$ cat src/rtl/mult_booth.sv
// mult_booth: sequential radix-2 Booth multiplier, 32x32 -> 64-bit product.
// A multiply runs for N iterations, one Booth step per clock in RUN.
// The default build is signed only (N = 32). Define MULT_BOOTH_UNSIGNED_EN to add
// the unsgn input. In that build both operands are widened to 33 bits, N = 33, and
// the core produces MULTU (unsgn=1) or MULT (unsgn=0) results.
// The accumulator is one bit wider than the operand, so subtracting the most
// negative multiplicand cannot overflow.
module mult_booth (
  input  logic        clk,
  input  logic        rst,
  input  logic        start,
`ifdef MULT_BOOTH_UNSIGNED_EN
  input  logic        unsgn,
`endif
  input  logic [31:0] A,
  input  logic [31:0] B,
  output logic [31:0] high,
  output logic [31:0] low,
  output logic        busy,
  output logic        done
);

`ifdef MULT_BOOTH_UNSIGNED_EN
  localparam int MW = 33;   // operand width after sign/zero extension
`else
  localparam int MW = 32;
`endif
  localparam int AW = MW + 1;   // accumulator width, one guard bit over the operand
  localparam int N  = MW;       // one Booth step per operand bit
  localparam logic [5:0] LAST = 6'(N - 1);

  typedef enum logic [1:0] {IDLE, RUN, DONE} state_t;

  state_t         state;
  logic [AW-1:0]  acc;
  logic [AW-1:0]  m;
  logic [MW-1:0]  q;
  logic           qm1;
  logic [5:0]     cnt;

  logic [AW-1:0]  m_load;
  logic [MW-1:0]  q_load;
  logic [AW-1:0]  sum;
  logic [AW-1:0]  acc_next;
  logic [MW-1:0]  q_next;
  logic           qm1_next;
  logic [63:0]    prod;

`ifdef MULT_BOOTH_UNSIGNED_EN
  // The extension bit is zero for unsigned operands and the sign bit otherwise.
  logic a_ext;
  logic b_ext;
  assign a_ext  = ~unsgn & A[31];
  assign b_ext  = ~unsgn & B[31];
  assign m_load = {a_ext, a_ext, A};
  assign q_load = {b_ext, B};
`else
  assign m_load = {A[31], A};
  assign q_load = B;
`endif

  // Perform one Booth step: conditional add/subtract, then an arithmetic shift of {acc, q, qm1}.
  always_comb begin
    sum = acc;
    case ({q[0], qm1})
      2'b01:   sum = acc + m;
      2'b10:   sum = acc - m;
      default: sum = acc;
    endcase
    acc_next = {sum[AW-1], sum[AW-1:1]};
    q_next   = {sum[0], q[MW-1:1]};
    qm1_next = q[0];
  end

  // The low 64 bits of {acc, q} after the last step form the product.
  assign prod = {acc_next[63-MW:0], q_next};

  // FSM and datapath. Results are registered only on the edge that enters DONE.
  always_ff @(posedge clk) begin
    if (rst) begin
      state <= IDLE;
      acc   <= '0;
      m     <= '0;
      q     <= '0;
      qm1   <= 1'b0;
      cnt   <= '0;
      high  <= '0;
      low   <= '0;
      busy  <= 1'b0;
      done  <= 1'b0;
    end else begin
      done <= 1'b0;
      case (state)
        IDLE: begin
          if (start) begin
            state <= RUN;
            m     <= m_load;
            acc   <= '0;
            q     <= q_load;
            qm1   <= 1'b0;
            cnt   <= '0;
            busy  <= 1'b1;
          end
        end
        RUN: begin
          acc <= acc_next;
          q   <= q_next;
          qm1 <= qm1_next;
          cnt <= cnt + 6'd1;
          if (cnt == LAST) begin
            state <= DONE;
            busy  <= 1'b0;
            done  <= 1'b1;
            high  <= prod[63:32];
            low   <= prod[31:0];
          end
        end
        DONE: begin
          state <= IDLE;
        end
        default: begin
          state <= IDLE;
        end
      endcase
    end
  end

endmodule
$ cat config.mk
export PLATFORM = sky130hd
export DESIGN_NAME = mult_booth
export DESIGN_NICKNAME = d
export VERILOG_FILES = /design/src/rtl/mult_booth.sv
export SDC_FILE = /design/constraint.sdc
export NUM_CORES = 1
export LEC_CHECK = 0
export ABC_AREA = 0
export CAP_MARGIN = 20
export CORE_MARGIN = 5
export CORE_UTILIZATION = 37
export DETAILED_ROUTE_END_ITERATION = 10
export HOLD_SLACK_MARGIN = 0.15
export PLACE_DENSITY = 0.59
export SKIP_CTS_REPAIR_TIMING = 1
export SLEW_MARGIN = 20
export SYNTH_ARGS = -nofsm -noshare
export SYNTH_HDL_FRONTEND = slang
export SYNTH_SLANG_ARGS = --single-unit
export TNS_END_PERCENT = 30
$ cat constraint.sdc
create_clock -name clk -period 5.27 [get_ports clk]
set_input_delay 1.054 -clock clk [delete_from_list [all_inputs] [get_ports clk]]
set_output_delay 1.054 -clock clk [all_outputs]
set_load 0.05 [all_outputs]
---- Word level (Yosys, flattened, before mapping) ----
Index checks and enable logic that the tools add are counted.
operators by class
  add/subtract/negate cells ............... 3
  divide/modulo/power cells ............... 0
  multipliers ............................. 0
  order comparisons ....................... 0
  reductions and logical operators ........ 8
  multiplexer cells ....................... 16
  shift operators ......................... 0
  bitwise operators ....................... 1
  eq/ne operators ......................... 6
operators by type and width
  operator               number
  $pmux W33 S2           2
  $pmux W32 S2           1
  $add A33 B33 Y33       1
  $mux W33               1
  $sub A33 B33 Y33       1
  $mux W32               1
  $pmux W6 S2            1
  $reduce_and A2 Y1      4
  $add A6 B1 Y6 const B  1
  $eq A6 B5 Y1 const B   1
  $mux W6                1
  $eq A2 B1 Y1 const B   2
  $mux W1                4
  $mux W2                2
  $ne A2 B2 Y1 const B   2
  $pmux W1 S2            2
  $pmux W2 S2            1
  $reduce_and A3 Y1      1
  $eq A2 B2 Y1 const B   1
  $logic_not A2 Y1       1
  $reduce_bool A2 Y1     1
  $reduce_or A2 Y1       1
  $not A1 Y1             1
word-level totals
  memories kept ........................... 0
  input bits .............................. 67
  bits in writable memories ............... 0
  bits in latches ......................... 0
  output and inout bits ................... 66
  bits in read-only memories .............. 0
  flip-flop bits (word level) ............. 172

---- Logic depth before layout (Yosys ltp) ----
Gate-level depths: netlist of the first run.
  depth after elaboration ................. 3
  gate-level depth with buffers ........... 18
  mapped depth without buffers ............ 17

---- Least setup slack after synthesis of the first run ----
No wires, ideal clock.
  path kind ............................... reg2reg
  start point ............................. register m[2]
  end point ............................... register acc[31]
  data arrival time ....................... 4.105 ns
  buffers on the path ..................... 0
  cell stages (with the launch flop) ...... 16
  period minus slack after synthesis ...... 4.226 ns
  library setup time ...................... 0.121 ns
  required time ........................... 5.149 ns
  slack ................................... 1.044 ns
  path through ............................ dfxtp_1 or4_4 nor4_1 nor2b_1 nand4b_1 nor4_1 a21oi_1 xnor2_1 ha_1 a21o_1 a221o_1 a31o_2 a211oi_1 xnor2_1 nand3_1 mux2_2
between the ends
  word-level cells in the longest chain between the ends .. 3
ends and longest elaborated chain
  element                                               line    text
  start: declaration                                    36      logic [AW-1:0] m;
  start signal: assignment                              97      m <= m_load;
  $sub A33 B33 Y33 or $add A33 B33 Y33 (tied branches)  67, 66
  $pmux W33 S2 *                                        65      case ({q[0], qm1})
  $pmux W33 S2 *                                        93      case (state)
  end signal: assignment                                106     acc <= acc_next;
  end: declaration                                      35      logic [AW-1:0] acc;
Mark *: on every way between the ends. The rest lies on a longest branch, timed or not.
A chain may end at the register's enable or synchronous reset.

---- Final worst setup path of the first run ----
Ends and elaborated chain as after synthesis.

==> results of run 1 <==
==> metrics by stage <==
| step | hold WS, ps | setup WS [ps] |
|---|---|---|
| 2_1_floorplan | 445.6 | 1044 |
| 3_3_place_gp | 442.1 | 638.9 |
| 3_5_place_dp | 446.1 | 527.7 |
| 4_1_cts | 456.4 | 496.4 |
| 5_1_grt | 468.1 | 59.08 |
| 6_report | 454.7 | 490.6 |
==> where the power goes <==
group,switching (W),internal (W)
clock,0.000653,0.000648
sequential,0.0000576,0.00135
combinational,0.000506,0.000326
total,0.00122,0.00232
==> kinds of logic after synthesis <==
kind of cell	count (synthesis)	share of synthesized area [%]
XOR/XNOR	56	5.483
flip-flops	171	38.27
AO/OA/AOI/OAI	288	19.25
AND/OR/NAND/NOR	546	26.83
multiplexers	8	0.9372
buffers and inverters	97	4.113
adder cells (fa/ha/maj)	36	5.120
==> cell usage after synthesis (3+ instances only) <==
| cell type | instances |
|---|---|
| nand2_1 | 215 |
| xor2_1 | 12 |
| inv_1 | 15 |
| nor3b_1 | 3 |
| nor3_1 | 21 |
| xnor2_1 | 44 |
| nand4b_1 | 3 |
| mux2_2 | 3 |
| buf_1 | 7 |
| a211oi_1 | 16 |
| and2_1 | 6 |
| nor2b_1 | 9 |
| and3_1 | 5 |
| a21oi_1 | 155 |
| a311oi_1 | 14 |
| mux2i_1 | 5 |
| a31oi_1 | 15 |
| clkbuf_1 | 74 |
| ha_1 | 35 |
| nand2b_1 | 5 |
| o21ai_0 | 34 |
| nor4_1 | 36 |
| o211ai_1 | 7 |
| or3_1 | 5 |
| o31ai_1 | 4 |
| o21a_1 | 5 |
| dfxtp_1 | 171 |
| nand3_1 | 34 |
| nand4_1 | 5 |
| nor2_1 | 191 |
| a21o_1 | 16 |
==> registers in the layout (all words and copies together), names as in the netlist <==
name   flops
low       32
cnt        6
high      32
qm1        1
busy       1
q         32
done       1
state      2
m         32
acc       32
==> worst max-delay path, delay by kind of cell, from the launching register on <==
| family | cells | cell delay (ps) |
|---|---|---|
| AO/OA/AOI/OAI | 6 | 1330 |
| multiplexers | 1 | 310 |
| flip-flops | 1 | 380 |
| AND/OR/NAND/NOR | 7 | 1930 |
| adder cells (fa/ha/maj) | 1 | 340 |
| XOR/XNOR | 2 | 400 |
==> final cells by class <==
cell class | count | area share (%)
well taps | 324 | 3.654
multi-input cells | 934 | 46.62
flip-flops and latches | 171 | 30.86
inverters | 15 | 0.5075
clock inverters | 15 | 1.737
repair buffers | 142 | 12.79
clock buffers | 17 | 3.834
==> routing by layer <==
metal / share of wire, % / wire [µm] / global-route usage [%]
met1: 52 / 13390 / 28.72
met2: 41 / 10690 / 27.54
met3: 5.2 / 1351 / 3.127
met4: 1.5 / 384 / 5.137
met5: 0 / 0 / 0
==> how the worst max path moves through the flow <==
| stage | endpoint | depth (start not counted) | start | slack [ps] |
|---|---|---|---|---|
| after floorplan | acc[31] | 15 | m[2] | 1040 |
| after global placement | acc[31] | 15 | m[2] | 640 |
| after detailed placement | acc[31] | 15 | m[2] | 530 |
| after CTS | acc[31] | 15 | m[2] | 500 |
| after global routing | acc[31] | 15 | m[2] | 60 |
| final | acc[31] | 17 | m[2] | 490 |
==> impl_metrics.toml, run 1 <==
[min_path]
hold_class = "flip-flop to flip-flop"
hp-start = "low[16]"
hold_end = "low[16]"
hold_depth = 2

[job]
drv_cap = 0

[cts]
cts_made_buffers = 17
clk_latency_ps = 440
cts_root_buffer = "clkbuf_16"
clk_pin_slew_ps = 80
cts_tree = "done"
ctsHtreeMaxLevel = 4
clock_sinks = 171
clock_path_buffers = 2

[cells_and_area]
layout_common_cells = "nand2_1 (214), nor2_1 (191), dfxtp_1 (171)"
diodes = 0
layout.cells.most_common = "nand2_1"
nets = 1384
regArea_mm2 = 0.003423
drive_gt1_share_pct = 4.791
finish.utilization_pct = 46.16
area.growth.synth_to_final_pct = 24.03
multi_input_area_mm2 = 0.005172
fillers = 2503
design_area_mm2 = 0.01109
stdcell_count = 1618

[routing]
final_antenna_net_count = 0
routedWlPerCell_um = 15.96
vias = 8468
route.detailed.drc = 0
drt_wl_total_um = 25820
dr.pass1.iters = 6
vias_per_cell = 5.234
drt_iter0_drc = 652

[critical_path]
cp_cell_sequence = "or4_4 > nor4_1 > nor2b_1 > nand4b_1 > nor2_1 > nor2_1 > xnor2_1 > ha_1 > a21oi_1 > o21bai_1 > a21o_1 > a221o_1 > a31o_2 > a211oi_1 > xnor2_1 > nand3_1 > mux2_2"
timing.rr.end = "acc[31]"
cp.arrival_ps = 5110
cpPeakStageDelay_ps = 580
cp_slowest_cell = "or4_4"
cp_max_fo = 6
reg2reg_from = "m[2]"
critPathLaunchType = "flip-flop"
rr_worst_depth = 17
cp-end-kind = "flip-flop"
critical_path_class = "flip-flop to flip-flop"
required_ps = 5600
r2r_slack_ps = 490

[floorplanning]
placementRows = 57
die_h_um = 165.5
fp.dieArea_mm2 = 0.02739
num_io_pins = 133
coreArea_mm2 = 0.02403
start_util_pct = 37.22
chipWidth_um = 165.5

[sta]
finClkSkew_ps = 10.45
min_period_over_period_pct = 90.69
slew_headroom_pct = 28.86
rsz0062_at_grt = "false"
worst_pin_slew_ps = 1067
finalMaxSlewViolations = 0
hold_viol = 0
post-route-min-period_ps = 4779
fin_tns_setup_ps = 0
setup_viol = 0
max_freq_mhz = 209.2

[logic_synthesis]
synthCells = 1202
synthArstFlopShare_pct = 0
avgSynthCellArea_um2 = 7.442
ys_ff_latch = 171
synth_warnings = 0
synth_area_leaders = "dfxtp_1 (38%), nand2_1 (9.0%), a21oi_1 (8.7%), nor2_1 (8.0%), ha_1 (4.9%)"
synth-edff-count = 0
synth_cell_types = 57
syn_area_mm2 = 0.008945
yosys.area.top_type = "dfxtp_1"
ys.flop_type = "dfxtp_1"
synth.top_cell.area_share_pct = 38.27
ys_seq_area_share_pct = 38.27
synth_fp_nets = 1305

[placed_design]
place_hpwl_um = 18000
portBuffers = 132
post_dp_cell_area_mm2 = 0.01048
gp_congestion = 0.9248
dp.cells = 1586

[power]
peakVddDrop_mv = 0.2426
powerDensity_mw_per_mm2 = 319.0
power.total_w = 0.003539
cellLeakagePower_nw = 4.107

[outcome]
status = "complete, no violations"

[grt]
grt_use_total_pct = 18.92
grt_pass1_wl_um = 41790
grt_start_max_net_pins = 99
grt_pass1_vias = 7850
antenna_found_initial = 0
grt_overflow = 0
(Power assumes the default switching activity.)
==> run 2: changes to the inputs <==
DONT_BUFFER_PORTS = 1   (was default)
PLACE_DENSITY = 0.52   (was 0.59)
SKIP_LAST_GASP = 1   (was default)
==> impl_metrics.toml, run 2 (synthesized netlist as in run 1, its figures left out) <==
[placed_design]
gp_congestion = 0.8681
place_hpwl_um = 17910
portBuffers = 0
post_dp_cell_area_mm2 = 0.009148

[grt]
grt_use_total_pct = 18.75
antenna_found_initial = 0
grt_start_max_net_pins = 175
grt_pass1_wl_um = 40940
grt_pass1_vias = 7370
grt_overflow = 0

[sta]
slew_headroom_pct = 46.09
hold_viol = 0
fin_tns_setup_ps = 0
worst_pin_slew_ps = 808.6
post-route-min-period_ps = 4844
setup_viol = 0
rsz0062_at_grt = "false"
max_freq_mhz = 206.5
finalMaxSlewViolations = 0
min_period_over_period_pct = 91.91
finClkSkew_ps = 12.27

[critical_path]
reg2reg_from = "m[2]"
cp-end-kind = "flip-flop"
cp-startpoint = "m[2]"
required_ps = 5600
critPathCapture = "acc[31]"
critical_path_class = "flip-flop to flip-flop"
critPathLaunchType = "flip-flop"
timing.rr.end = "acc[31]"
cp_max_fo = 6
r2r_slack_ps = 430
cp.arrival_ps = 5170
rr_worst_depth = 15

[floorplanning]
placementRows = 57
die_h_um = 165.5
fp.dieArea_mm2 = 0.02739
num_io_pins = 133
start_util_pct = 37.22
chipWidth_um = 165.5
coreArea_mm2 = 0.02403

[routing]
route.detailed.drc = 0
final_antenna_net_count = 0
dr.pass1.iters = 5
drt_wl_total_um = 25800
vias = 7889
drt_iter0_drc = 688
vias_per_cell = 5.302
routedWlPerCell_um = 17.34

[cts]
clk_latency_ps = 440
clock_sinks = 171
clk_pin_slew_ps = 80
ctsHtreeMaxLevel = 4
clock_path_buffers = 2
cts_made_buffers = 17
cts_root_buffer = "clkbuf_16"
cts_tree = "done"

[power]
peakVddDrop_mv = 0.2016
cellLeakagePower_nw = 3.610
powerDensity_mw_per_mm2 = 351.4

[cells_and_area]
multi_input_area_mm2 = 0.005172
drive_gt1_share_pct = 5.326
nets = 1254
fillers = 2566
design_area_mm2 = 0.009724
diodes = 0
layout.cells.most_common = "nand2_1"
regArea_mm2 = 0.003423
layout_common_cells = "nand2_1 (214), nor2_1 (191), dfxtp_1 (171)"
area.growth.synth_to_final_pct = 8.715

[min_path]
hold_class = "flip-flop to flip-flop"

[outcome]
status = "complete, no violations"

[job]
drv_cap = 0
-- run 2: changes by cell type in the layout (fill, tap and decap cells not counted), sizes merged --
cell           change
buf                +1
clkinv             -5
inv                +3
clkbuf             +1
clkinvlp           +1
clkdlybuf4s50    -131
-- run 2: critical path, cell delays in order, from the launching register on --
cell,delay (ps)
dfxtp_1,360
or4_4,570
nor4_1,260
nor2b_1,400
nand4b_1,320
nor4_1,490
a21oi_1,150
xnor2_1,210
ha_1,330
a21o_1,180
a221o_1,330
a31o_2,230
a211oi_1,270
xnor2_1,210
nand3_1,120
mux2_2,300
-- run 2: power breakdown --
part | switching, W | internal (W) | leakage (nW)
clock network | 0.000614 | 0.000635 | 0.277
registers | 0.0000609 | 0.00135 | 1.39
logic | 0.000477 | 0.000283 | 1.94
-- run 2: metrics by stage --
| step | std cells | power [W] | setup slack, ps | hold WS (ps) | util, % |
|---|---|---|---|---|---|
| CTS | 1488 | 0.003448 | 442.4 | 459.1 | 40.46 |
| detailed placement | 1456 | 0.002191 | 478.4 | 455.3 | 38.06 |
| global placement | 1456 | 0.002194 | 544.5 | 450.0 | 38.06 |
| global route | 1488 | 0.003612 | 80.52 | 484.3 | 40.46 |
| finish | 1488 | 0.003417 | 426.3 | 459.7 | 40.46 |
| floorplan | 1202 | 0.002022 | 1044 | 445.6 | - |
-- run 2: area by class of cell --
class,instances,share of cell area (%)
clock buffer,18,4.413
clock inverter,14,1.518
inverter,15,0.5790
multi-input combinational,934,53.19
sequential,171,35.20
tap,324,4.169
timing repair buffer,12,0.9264
-- run 2: worst min-delay path by stage --
stage / to / cells past startpoint / from
2_1_floorplan: low[30] / 2 / q[31]
3_3_place_gp: qm1 / 2 / qm1
6_report: low[9] / 2 / q[10]
5_1_grt: low[3] / 2 / q[4]
3_5_place_dp: low[14] / 2 / q[15]
4_1_cts: low[9] / 2 / q[10]
-- run 2: per-layer routing --
| layer | vias to the layer above | routed length (µm) | GRT usage (%) | share of wire (%) |
|---|---|---|---|---|
| met5 | - | 0 | 0 | 0 |
| met4 | 0 | 286 | 4.799 | 1.1 |
| met3 | 20 | 1713 | 3.996 | 6.6 |
| met2 | 188 | 10400 | 25.82 | 40 |
| met1 | 3603 | 13400 | 29.24 | 52 |
| li1 | 4078 | - | - | - |
